[src/rtl/kv_key_fetch.sv]
// Keyvault read client: fetches one key entry dword by dword into an engine's
// local key register and reports done plus a sticky status code.
module kv_key_fetch #(
  parameter int unsigned KV_ENTRY_ADDR_W = 5,
  parameter int unsigned KV_ENTRY_SIZE_W = 4,
  parameter int unsigned DEST_NUM_DWORDS = 12,
  parameter int unsigned DEST_OFFSET_W   = $clog2(DEST_NUM_DWORDS)
) (
  input  logic                       clk,
  input  logic                       rst_b,
  input  logic                       flush,
  input  logic                       start,
  input  logic [KV_ENTRY_ADDR_W-1:0] start_entry,
  output logic                       ready,
  output logic                       done,
  output logic [7:0]                 error_code,
  output logic [KV_ENTRY_ADDR_W-1:0] kv_read_entry,
  output logic [KV_ENTRY_SIZE_W-1:0] kv_read_offset,
  input  logic [31:0]                kv_rd_data,
  input  logic                       kv_rd_error,
  input  logic                       kv_rd_last,
  output logic                       dest_wr_en,
  output logic [DEST_OFFSET_W-1:0]   dest_wr_offset,
  output logic [31:0]                dest_wr_data,
  output logic                       dest_clear
);

  localparam logic [7:0] ERR_OK        = 8'h00;
  localparam logic [7:0] ERR_READ_FAIL = 8'h01;
  localparam logic [7:0] ERR_SIZE_OVF  = 8'h02;

  // Last destination slot; reaching it without kv_rd_last means the entry is too long.
  localparam logic [KV_ENTRY_SIZE_W-1:0] CNT_MAX = KV_ENTRY_SIZE_W'(DEST_NUM_DWORDS - 1);

  typedef enum logic [1:0] {
    IDLE = 2'd0,
    READ = 2'd1,
    DONE = 2'd2
  } state_e;

  state_e                     state;
  logic [KV_ENTRY_ADDR_W-1:0] entry_q;
  logic [KV_ENTRY_SIZE_W-1:0] cnt;
  logic                       in_read;
  logic                       wr_ok;

  assign in_read = (state == READ);
  // A dword is committed only when the keyvault accepts the read and no flush is pending.
  assign wr_ok   = in_read & ~kv_rd_error & ~flush;

  // Fetch sequencer: state, counter, latched entry, status and handshake outputs.
  always_ff @(posedge clk or negedge rst_b) begin
    if (!rst_b) begin
      state      <= IDLE;
      entry_q    <= '0;
      cnt        <= '0;
      ready      <= 1'b1;
      done       <= 1'b0;
      error_code <= ERR_OK;
    end else if (flush) begin
      state      <= IDLE;
      cnt        <= '0;
      ready      <= 1'b1;
      done       <= 1'b0;
      error_code <= ERR_OK;
    end else begin
      case (state)
        IDLE: begin
          done <= 1'b0;
          if (start) begin
            entry_q    <= start_entry;
            error_code <= ERR_OK;
            cnt        <= '0;
            ready      <= 1'b0;
            state      <= READ;
          end
        end
        READ: begin
          if (kv_rd_error) begin
            error_code <= ERR_READ_FAIL;
            done       <= 1'b1;
            state      <= DONE;
          end else if (kv_rd_last) begin
            done  <= 1'b1;
            state <= DONE;
          end else if (cnt == CNT_MAX) begin
            error_code <= ERR_SIZE_OVF;
            done       <= 1'b1;
            state      <= DONE;
          end else begin
            cnt <= cnt + KV_ENTRY_SIZE_W'(1);
          end
        end
        DONE: begin
          done  <= 1'b0;
          ready <= 1'b1;
          cnt   <= '0;
          state <= IDLE;
        end
        default: begin
          done  <= 1'b0;
          ready <= 1'b1;
          cnt   <= '0;
          state <= IDLE;
        end
      endcase
    end
  end

  // Keyvault address is only presented while reading; zero otherwise.
  assign kv_read_entry  = in_read ? entry_q : '0;
  assign kv_read_offset = in_read ? cnt : '0;

  // Destination write path is same-cycle with the keyvault response; bus is zero when idle.
  assign dest_wr_en     = wr_ok;
  assign dest_wr_offset = wr_ok ? cnt[DEST_OFFSET_W-1:0] : '0;
  assign dest_wr_data   = wr_ok ? kv_rd_data : 32'h0;

  // Zeroize on flush, on a rejected read, and in the DONE cycle after a size overflow.
  assign dest_clear = flush
                    | (in_read & kv_rd_error)
                    | ((state == DONE) & (error_code == ERR_SIZE_OVF));

endmodule

[config.mk]
export PLATFORM = sky130hd
export DESIGN_NAME = kv_key_fetch
export DESIGN_NICKNAME = d
export VERILOG_FILES = /design/src/rtl/kv_key_fetch.sv
export SDC_FILE = /design/constraint.sdc
export NUM_CORES = 1
export LEC_CHECK = 0
export ABC_AREA = 1
export BUFFER_PORTS_ARGS = -buffer_cell sky130_fd_sc_hd__clkbuf_2
export CORE_ASPECT_RATIO = 0.75
export CORE_UTILIZATION = 40
export DETAILED_ROUTE_END_ITERATION = 6
export MAX_ROUTING_LAYER = met4
export PLACE_DENSITY = 0.8
export SYNTH_ARGS = -nofsm -noshare
export SYNTH_HDL_FRONTEND = slang
export SYNTH_SLANG_ARGS = --single-unit
[constraint.sdc]
create_clock -name clk -period 1.7 [get_ports clk]
set_input_delay 0 -clock clk [delete_from_list [all_inputs] [get_ports clk]]
set_output_delay 0 -clock clk [all_outputs]
set_load 0.01 [all_outputs]
---- After elaboration in Yosys (flattened, before gate mapping) ----
Cells that the tools add are included.
storage, ports and cells
  output and inout port bits .............. 57
  word-level logic and storage cells ...... 64
  memories kept ........................... 0
  input bits .............................. 43
  bits in latches ......................... 0
  bits in read-only memories .............. 0
  register bits ........................... 21
  RAM bits ................................ 0
operators by class
  div/mod/pow operators ................... 0
  $lt $le $gt $ge ......................... 0
  $mul .................................... 0
  bitwise logic cells ..................... 8
  shift-type cells ........................ 0
  add/subtract/negate cells ............... 1
  reductions and logical operators ........ 7
  equality and inequality tests ........... 12
  mux-type cells .......................... 30
operator list
  kind                                                   number
  2-to-1 mux 8 bit                                       5
  2-to-1 mux 32 bit                                      1
  2-to-1 mux 4 bit                                       7
  case mux 8 bit (2 select lines)                        1
  inequality test 3 bit, second input constant           4
  2-to-1 mux 2 bit                                       5
  equality test 8 x 2 -> 1 bit, second input constant    1
  case mux 4 bit (2 select lines)                        1
  AND reduction 4 bit                                    2
  2-to-1 mux 1 bit                                       7
  2-to-1 mux 5 bit                                       1
  inequality test 5 x 4 -> 1 bit, second input constant  1
  adder 4 x 1 -> 4 bit, second input constant            1
  AND 1 bit                                              4
  equality test 4 bit, second input constant             1
  inequality test 4 x 3 -> 1 bit, second input constant  1
  inequality test 4 bit, second input constant           1
  case mux 2 bit (2 select lines)                        1
  AND reduction 2 bit                                    2
  AND reduction 3 bit                                    1
  nonzero test 3 bit                                     1
  equality test 2 x 1 -> 1 bit, second input constant    1
  equality test 2 bit, second input constant             1
  logical NOT 2 bit                                      1
  other kinds (4)                                        6

---- Depth between registers and ports, before layout ----
Gate-level depths: netlist (run 1).
  depth in word-level cells ............... 6
  gate-level depth with buffers ........... 8
  gate-level depth less buffers ........... 8

---- Worst setup path before layout (run 1) ----
No wires, ideal clock.
  path kind ............................... reg-to-reg
  start point ............................. register cnt[0]
  end point ............................... register cnt[1]
  library setup time ...................... 116 ps
  path buffers ............................ 0
  arrival ................................. 1102 ps
  slack ................................... 482 ps
  required time ........................... 1584 ps
  cell stages (with the launch flop) ...... 8
  period minus slack after synthesis ...... 1218 ps
  cells stage by stage .................... dfrtp_1 -> ha_1 -> nand3_1 -> nand2_1 -> nand2_1 -> nand2_1 -> nand2_1 -> nand2_1
on the way
  word-level cells in the longest chain between the ends .. 6
  elaborated cells between the ends (all ways) .. 9
  those cells by class .................... add/sub: 1; eq/ne: 2; mux: 5; reduce/logical: 1
ends and longest elaborated chain
  what                             line  source
  start, declared                  43    logic [KV_ENTRY_SIZE_W-1:0] cnt;
  start signal, assigned           91    cnt <= cnt + KV_ENTRY_SIZE_W'(1);
  adder 4 x 1 -> 4 bit             91
  2-to-1 mux 4 bit                 86    end else if (cnt == CNT_MAX) begin
  2-to-1 mux 4 bit                 83    end else if (kv_rd_last) begin
  2-to-1 mux 4 bit                 79    if (kv_rd_error) begin
  case mux 4 bit (2 select lines)  67    case (state)
  2-to-1 mux 4 bit                 60    end else if (flush) begin
Several ways; a longest one is shown, not always the timed one. The select of a mux whose other input is x is not followed.
A chain may end at the register's enable or synchronous reset.

---- Final worst setup path (run 1) ----
  start point ............................. register state[1]
  end point ............................... output port dest_wr_offset[3]
on the way
  word-level cells in the longest chain between the ends .. 4
ends and longest elaborated chain
  what                          line  source
  start, declared               41    state_e state;
  start signal, assigned        54    state <= IDLE;
  start signal, assigned        61    state <= IDLE;
  start signal, assigned        75    state <= READ;
  equality test 2 x 1 -> 1 bit  47    assign in_read = (state == READ);
  AND 1 bit (2 in series)       49    assign wr_ok = in_read & ~kv_rd_error & ~flush;
  2-to-1 mux 4 bit              116   assign dest_wr_offset = wr_ok ? cnt[DEST_OFFSET_W-1:0] : '0;
  end, declared                 23    output logic [DEST_OFFSET_W-1:0] dest_wr_offset,
No other way between the ends.

==> results.yml, run 1 <==
pwr:
  p_leak_nw: 1.180
  peakVddDrop_uv: 441.9
  finalPower_uw: 975.5
  power.density_nw_per_um2: 522.6
grt:
  grt_usage_pct: 18.90
  grt_max_degree: 37
  grt-ovfl-total: 0
  grt_pass1_vias: 1186
  grt_pass1_wl_mm: 4.774
  antenna_found_initial: 0
die:
  ios: 100
  placementRows: 17
  die_h_um: 52.01
  design.die.area_sq_um: 3572
  die_w_um: 68.68
  initial_core_util_pct: 43.55
  design.core.area_sq_um: 3063
cts:
  clock_latency_ns: 0.25
  root_buffer: "clkbuf_8"
  cts_setup_buffers: 0
  path_clk_slew_ns: 0.06
  cts.sink_count: 15
  ctsHtreeMaxLevel: 1
  numCtsBuffers: 3
  clockBufferDepth: 2
  cts_tree: "yes"
setup_path:
  slowest_stage: "dfrtp_1"
  end_kind: "output port"
  cp_max_fo: 36
  rr_endpoint: "cnt[3]"
  required_ns: 1.70
  crit_type: "reg -> out"
  critical_path.max_stage_delay_ns: 0.40
  r2r-start: "cnt[0]"
  rr_worst_depth: 7
  worst_ep_arrival_time_ns: 1.58
  setup.worst_path.start_class: "flip-flop"
  cp_common_cell: "inv_2"
  ff2ff_setup_slack_ns: 0.31
  path_cells: "inv_2, nand3_4, inv_2, nand2_2, buf_12, nor2_1, clkbuf_2"
final_layout:
  area_delta_synth_final_pct: 39.96
  layout_common_cells: "clkbuf_2, inv_1, nor2_1, nand2_1, nor2_4"
  final_cells: 330
  layout-drive-gt1-share_pct: 42.47
  fin_nets: 337
  fin_area_sq_um: 1867
  final.fill_count: 293
  diodes: 0
  layout_commonest_cell: "clkbuf_2"
worst_hold_path:
  hold_class: "in -> reg"
  hp-start: "start_entry[2]"
  hold_end: "entry_q[2]"
  holdPathStages: 3
drt:
  num_vias: 1437
  dr.pass1.iters: 5
  avgRoutedWirePerCell_um: 9.876
  wl_mm: 3.259
  drtAntennaViolNets: 0
  drt_iter0_markers: 32
  drc: 0
  via_per_inst: 4.355
placement:
  io_buffers: 93
  placed_cell_area_sq_um: 1782
  dp_hpwl_mm: 2.597
  gp_congestion: 0.9301
  dp.cells: 322
timing:
  setup_viol: 0
  holdWs_ns: 0.001574
  finalCritPeriodShare_pct: 92.68
  final.setup.tns_ns: 0
  rsz0062_at_grt: "no"
  slew_viol_final: 0
  fmax_mhz: 634.7
  layout_min_cycle_time_ns: 1.576
  final-hold-violation-count: 0
  finClkSkew_ns: 0.003449
logic_synthesis:
  ys_types: 21
  synth-seq-cells: 15
  ys_seq_area_share_pct: 28.24
  syn_avg_cell_area_sq_um: 6.805
  netlist_area_sq_um: 1334
  synthCells: 196
  ys_warn_count: 0
flow_run:
  cap_violations: 0
run_status:
  outcome: "finished clean"
## final cells by class
type	instances	area, sq um	share of cell area (%)
timing repair buffer	99	533.0	28.55
inverter	52	195.2	10.46
tap	38	47.55	2.547
multi-input combinational	122	669.4	35.86
clock buffer	4	45.04	2.413
sequential	15	376.6	20.17
## metrics by stage
step           setup WS [ns]  utilization (%)
5_1_grt             0.008774            60.95
6_report              0.1244            60.95
4_1_cts               0.1264            60.95
2_1_floorplan         0.4818                -
3_5_place_dp          0.3399            58.17
3_3_place_gp          0.3817            58.17
## registers in the layout, summed over array words and instances, names as in the netlist
signal      cells
ready           1
cnt             4
error_code      2
done            1
entry_q         5
state           2
## timing repair
action                                 CTS  global route
hold buffers                             4             0
gates resized for setup                  0             0
endpoints found under the hold margin   18             0
setup endpoints to repair                0             0
## cell usage after synthesis (all sizes together)
library cell  count  area, sq um
buf              12        111.4
nand2            27        103.9
nand3            10        62.56
nand4             2        12.51
dfstp             1        26.28
o211ai            1        7.510
o21ai             2        10.01
nor2             65        394.1
ha                1        12.51
a21oi             7        35.03
xnor2             1        8.760
conb              1        3.750
dfrtp            14        350.3
inv              52        195.2
## critical path, delay by kind of cell, from the launching register on
| family | cells | cell delay [ns] |
|---|---|---|
| buffers and inverters | 4 | 0.55 |
| DFF | 1 | 0.40 |
| and+or+nand+nor | 3 | 0.34 |
## kinds of logic after synthesis
kind of cell | synth area share, %
buffers and inverters | 22.98
AND/OR/NAND/NOR | 42.96
flip-flops | 28.24
AO/OA/AOI/OAI | 3.940
adder cells (fa/ha/maj) | 0.9379
XOR/XNOR | 0.6568
other | 0.2812
## power by group
| part | leakage, nW | internal, mW | switching (mW) |
|---|---|---|---|
| logic | 0.969 | 0.108 | 0.163 |
| clock network | 0.0228 | 0.166 | 0.131 |
| registers | 0.188 | 0.391 | 0.0166 |
| total | 1.18 | 0.665 | 0.311 |
## worst max-delay path by stage
stage                                   end  slack (ns)      from
after floorplan                      cnt[1]        0.48    cnt[0]
after global placement               cnt[0]        0.38    cnt[0]
after detailed placement             cnt[3]        0.34    cnt[0]
after CTS                 dest_wr_offset[3]        0.13  state[1]
after global routing       dest_wr_data[20]       0.009  state[1]
final                     dest_wr_offset[3]        0.12  state[1]
## per-layer routing
layer / wire length (um) / vias up / GRT usage (%) / share of wire (%)
li1: - / 741 / - / -
met1: 1337 / 621 / 20.00 / 41
met2: 1606 / 70 / 33.50 / 49
met3: 279 / 5 / 4.825 / 8.6
met4: 36 / 0 / 7.292 / 1.1
met5: 0 / - / - / 0
Power figures use the tool's default switching activity.
==> inputs of run 2 (changes only) <==
--- a/config.mk
+++ b/config.mk
@@ -10,6 +10,7 @@
 export CORE_ASPECT_RATIO = 0.75
 export CORE_UTILIZATION = 40
 export DETAILED_ROUTE_END_ITERATION = 6
+export GPL_TIMING_DRIVEN = 0
 export MAX_ROUTING_LAYER = met4
 export PLACE_DENSITY = 0.8
 export SYNTH_ARGS = -nofsm -noshare
==> run 2 against run 1 <==
Compared with the run above:
- register-to-register slack hardly changed
- sequential cell count unchanged
- sequential power hardly changed
- largest power group unchanged
==> results.yml, run 2 (synthesis gave the netlist of run 1 again) <==
timing:
  finClkSkew_ns: 0.002520
  rsz0062_at_grt: "no"
  finalCritPeriodShare_pct: 92.38
  slew_viol_final: 0
  layout_min_cycle_time_ns: 1.571
  final.setup.tns_ns: 0
  setup_viol: 0
  fmax_mhz: 636.7
  final-hold-violation-count: 0
  holdWs_ns: 0.004417
drt:
  wl_mm: 3.302
  avgRoutedWirePerCell_um: 9.712
  dr.pass1.iters: 4
  drc: 0
  drtAntennaViolNets: 0
  drt_iter0_markers: 23
  via_per_inst: 4.297
  num_vias: 1461
flow_run:
  cap_violations: 0
cts:
  ctsHtreeMaxLevel: 1
  clock_latency_ns: 0.25
  numCtsBuffers: 3
  path_clk_slew_ns: 0.06
  cts.sink_count: 15
  cts_tree: "yes"
  clockBufferDepth: 2
  root_buffer: "clkbuf_8"
  cts_setup_buffers: 0
die:
  initial_core_util_pct: 43.55
  ios: 100
  placementRows: 17
  die_h_um: 52.01
  design.die.area_sq_um: 3572
  die_w_um: 68.68
  design.core.area_sq_um: 3063
setup_path:
  cp.depth: 8
  path_delay_family: "buffers and inverters"
  cp_common_cell: "inv_2"
  crit_buf_inv: 5
  rr_worst_depth: 7
  slowest_stage: "dfrtp_1"
  critical_path.max_stage_delay_ns: 0.41
  crit_type: "reg -> out"
  path_cells: "inv_2, nand3_4, inv_2, nand2_2, buf_6, buf_12, nor2_4, clkbuf_2"
  setup.worst_path.start_class: "flip-flop"
  cp_max_fo: 10
  end_kind: "output port"
  worst_ep_arrival_time_ns: 1.57
  required_ns: 1.70
grt:
  grt_pass1_vias: 1198
  antenna_found_initial: 0
  grt_pass1_wl_mm: 4.919
  grt-ovfl-total: 0
  grt_max_degree: 16
  grt_usage_pct: 18.97
run_status:
  outcome: "finished clean"
final_layout:
  area_delta_synth_final_pct: 46.25
  final_cells: 340
  diodes: 0
  reg_top3: "entry_q x5, cnt x4"
  top_register: "entry_q"
  layout-drive-gt1-share_pct: 44.37
  layout_commonest_cell: "clkbuf_2"
  final.fill_count: 280
  largest_reg_flops: 5
  fin_nets: 347
  layout_common_cells: "clkbuf_2, inv_1, nor2_1, nand2_1, nor2_4"
worst_hold_path:
  hold_class: "in -> reg"
  holdPathStages: 3
pwr:
  switchingPower_uw: 303.9
  power_frac_comb_pct: 29.3
  p_int_uw: 677.2
  seq_power_share_pct: 41.5
  peakVddDrop_uv: 479.6
  clockPowerShare_pct: 29.2
  p_leak_nw: 1.233
  power_switching_share_pct: 30.98
  power.density_nw_per_um2: 503.0
placement:
  io_buffers: 93
  gp_congestion: 0.8858
  dp_hpwl_mm: 2.692
  dp.cells: 332
## run 2: final timing paths
path,slack (ns),from,end
setup / recovery,0.13,state[1],dest_wr_data[6]
hold / removal,0.004,start_entry[2],entry_q[2]
setup reg to reg,0.30,cnt[0],cnt[3]
hold reg to reg,0.50,ready,ready
max in group asynchronous,1.19,rst_b,ready
min in group asynchronous,0.20,rst_b,entry_q[3]
## run 2: routing by layer
layer | global-route usage [%] | up-vias | share of wire [%]
met5 | - | - | 0
met4 | 2.778 | 0 | 0.55
met3 | 5.702 | 4 | 9.3
met2 | 35.13 | 66 | 50
met1 | 20.08 | 629 | 40
li1 | - | 762 | -
## run 2: tightest hold or removal path: stages
cell and delay [ns]:
clkbuf_2 0.08, nor2_1 0.03, a21oi_1 0.10
## run 2: cell type report
class	count	area, sq um	area share (%)
Multi-Input combinational cell	122	669.4	34.32
Buffer	12	111.4	5.709
Clock buffer	4	45.04	2.309
Timing Repair Buffer	97	505.5	25.91
Inverter	52	195.2	10.01
Tap cell	38	47.55	2.437
Sequential cell	15	376.6	19.31
## run 2: through the flow
step	instance area (sq um)	setup slack [ns]	total power, mW	utilization [%]
finish	1951	0.1295	0.9811	63.68
global route	1951	0.03201	1.049	63.68
CTS	1951	0.1342	0.9891	63.68
detailed placement	1866	0.3307	0.6920	60.91
global placement	1866	0.3287	0.6840	60.91
floorplan	1353	0.4818	0.5826	-
## run 2: repair_timing
action,CTS,global route
endpoints found under the hold margin,18,0
gates resized for setup,0,0
hold buffers,4,0
## run 2: power by group through the flow
stage	combinational, mW	clock (mW)	sequential, mW
after floorplan	0.170	0	0.412
after global placement	0.272	0	0.412
after detailed placement	0.279	0	0.413
after CTS	0.288	0.295	0.406
after global routing	0.326	0.312	0.411
final	0.287	0.287	0.407
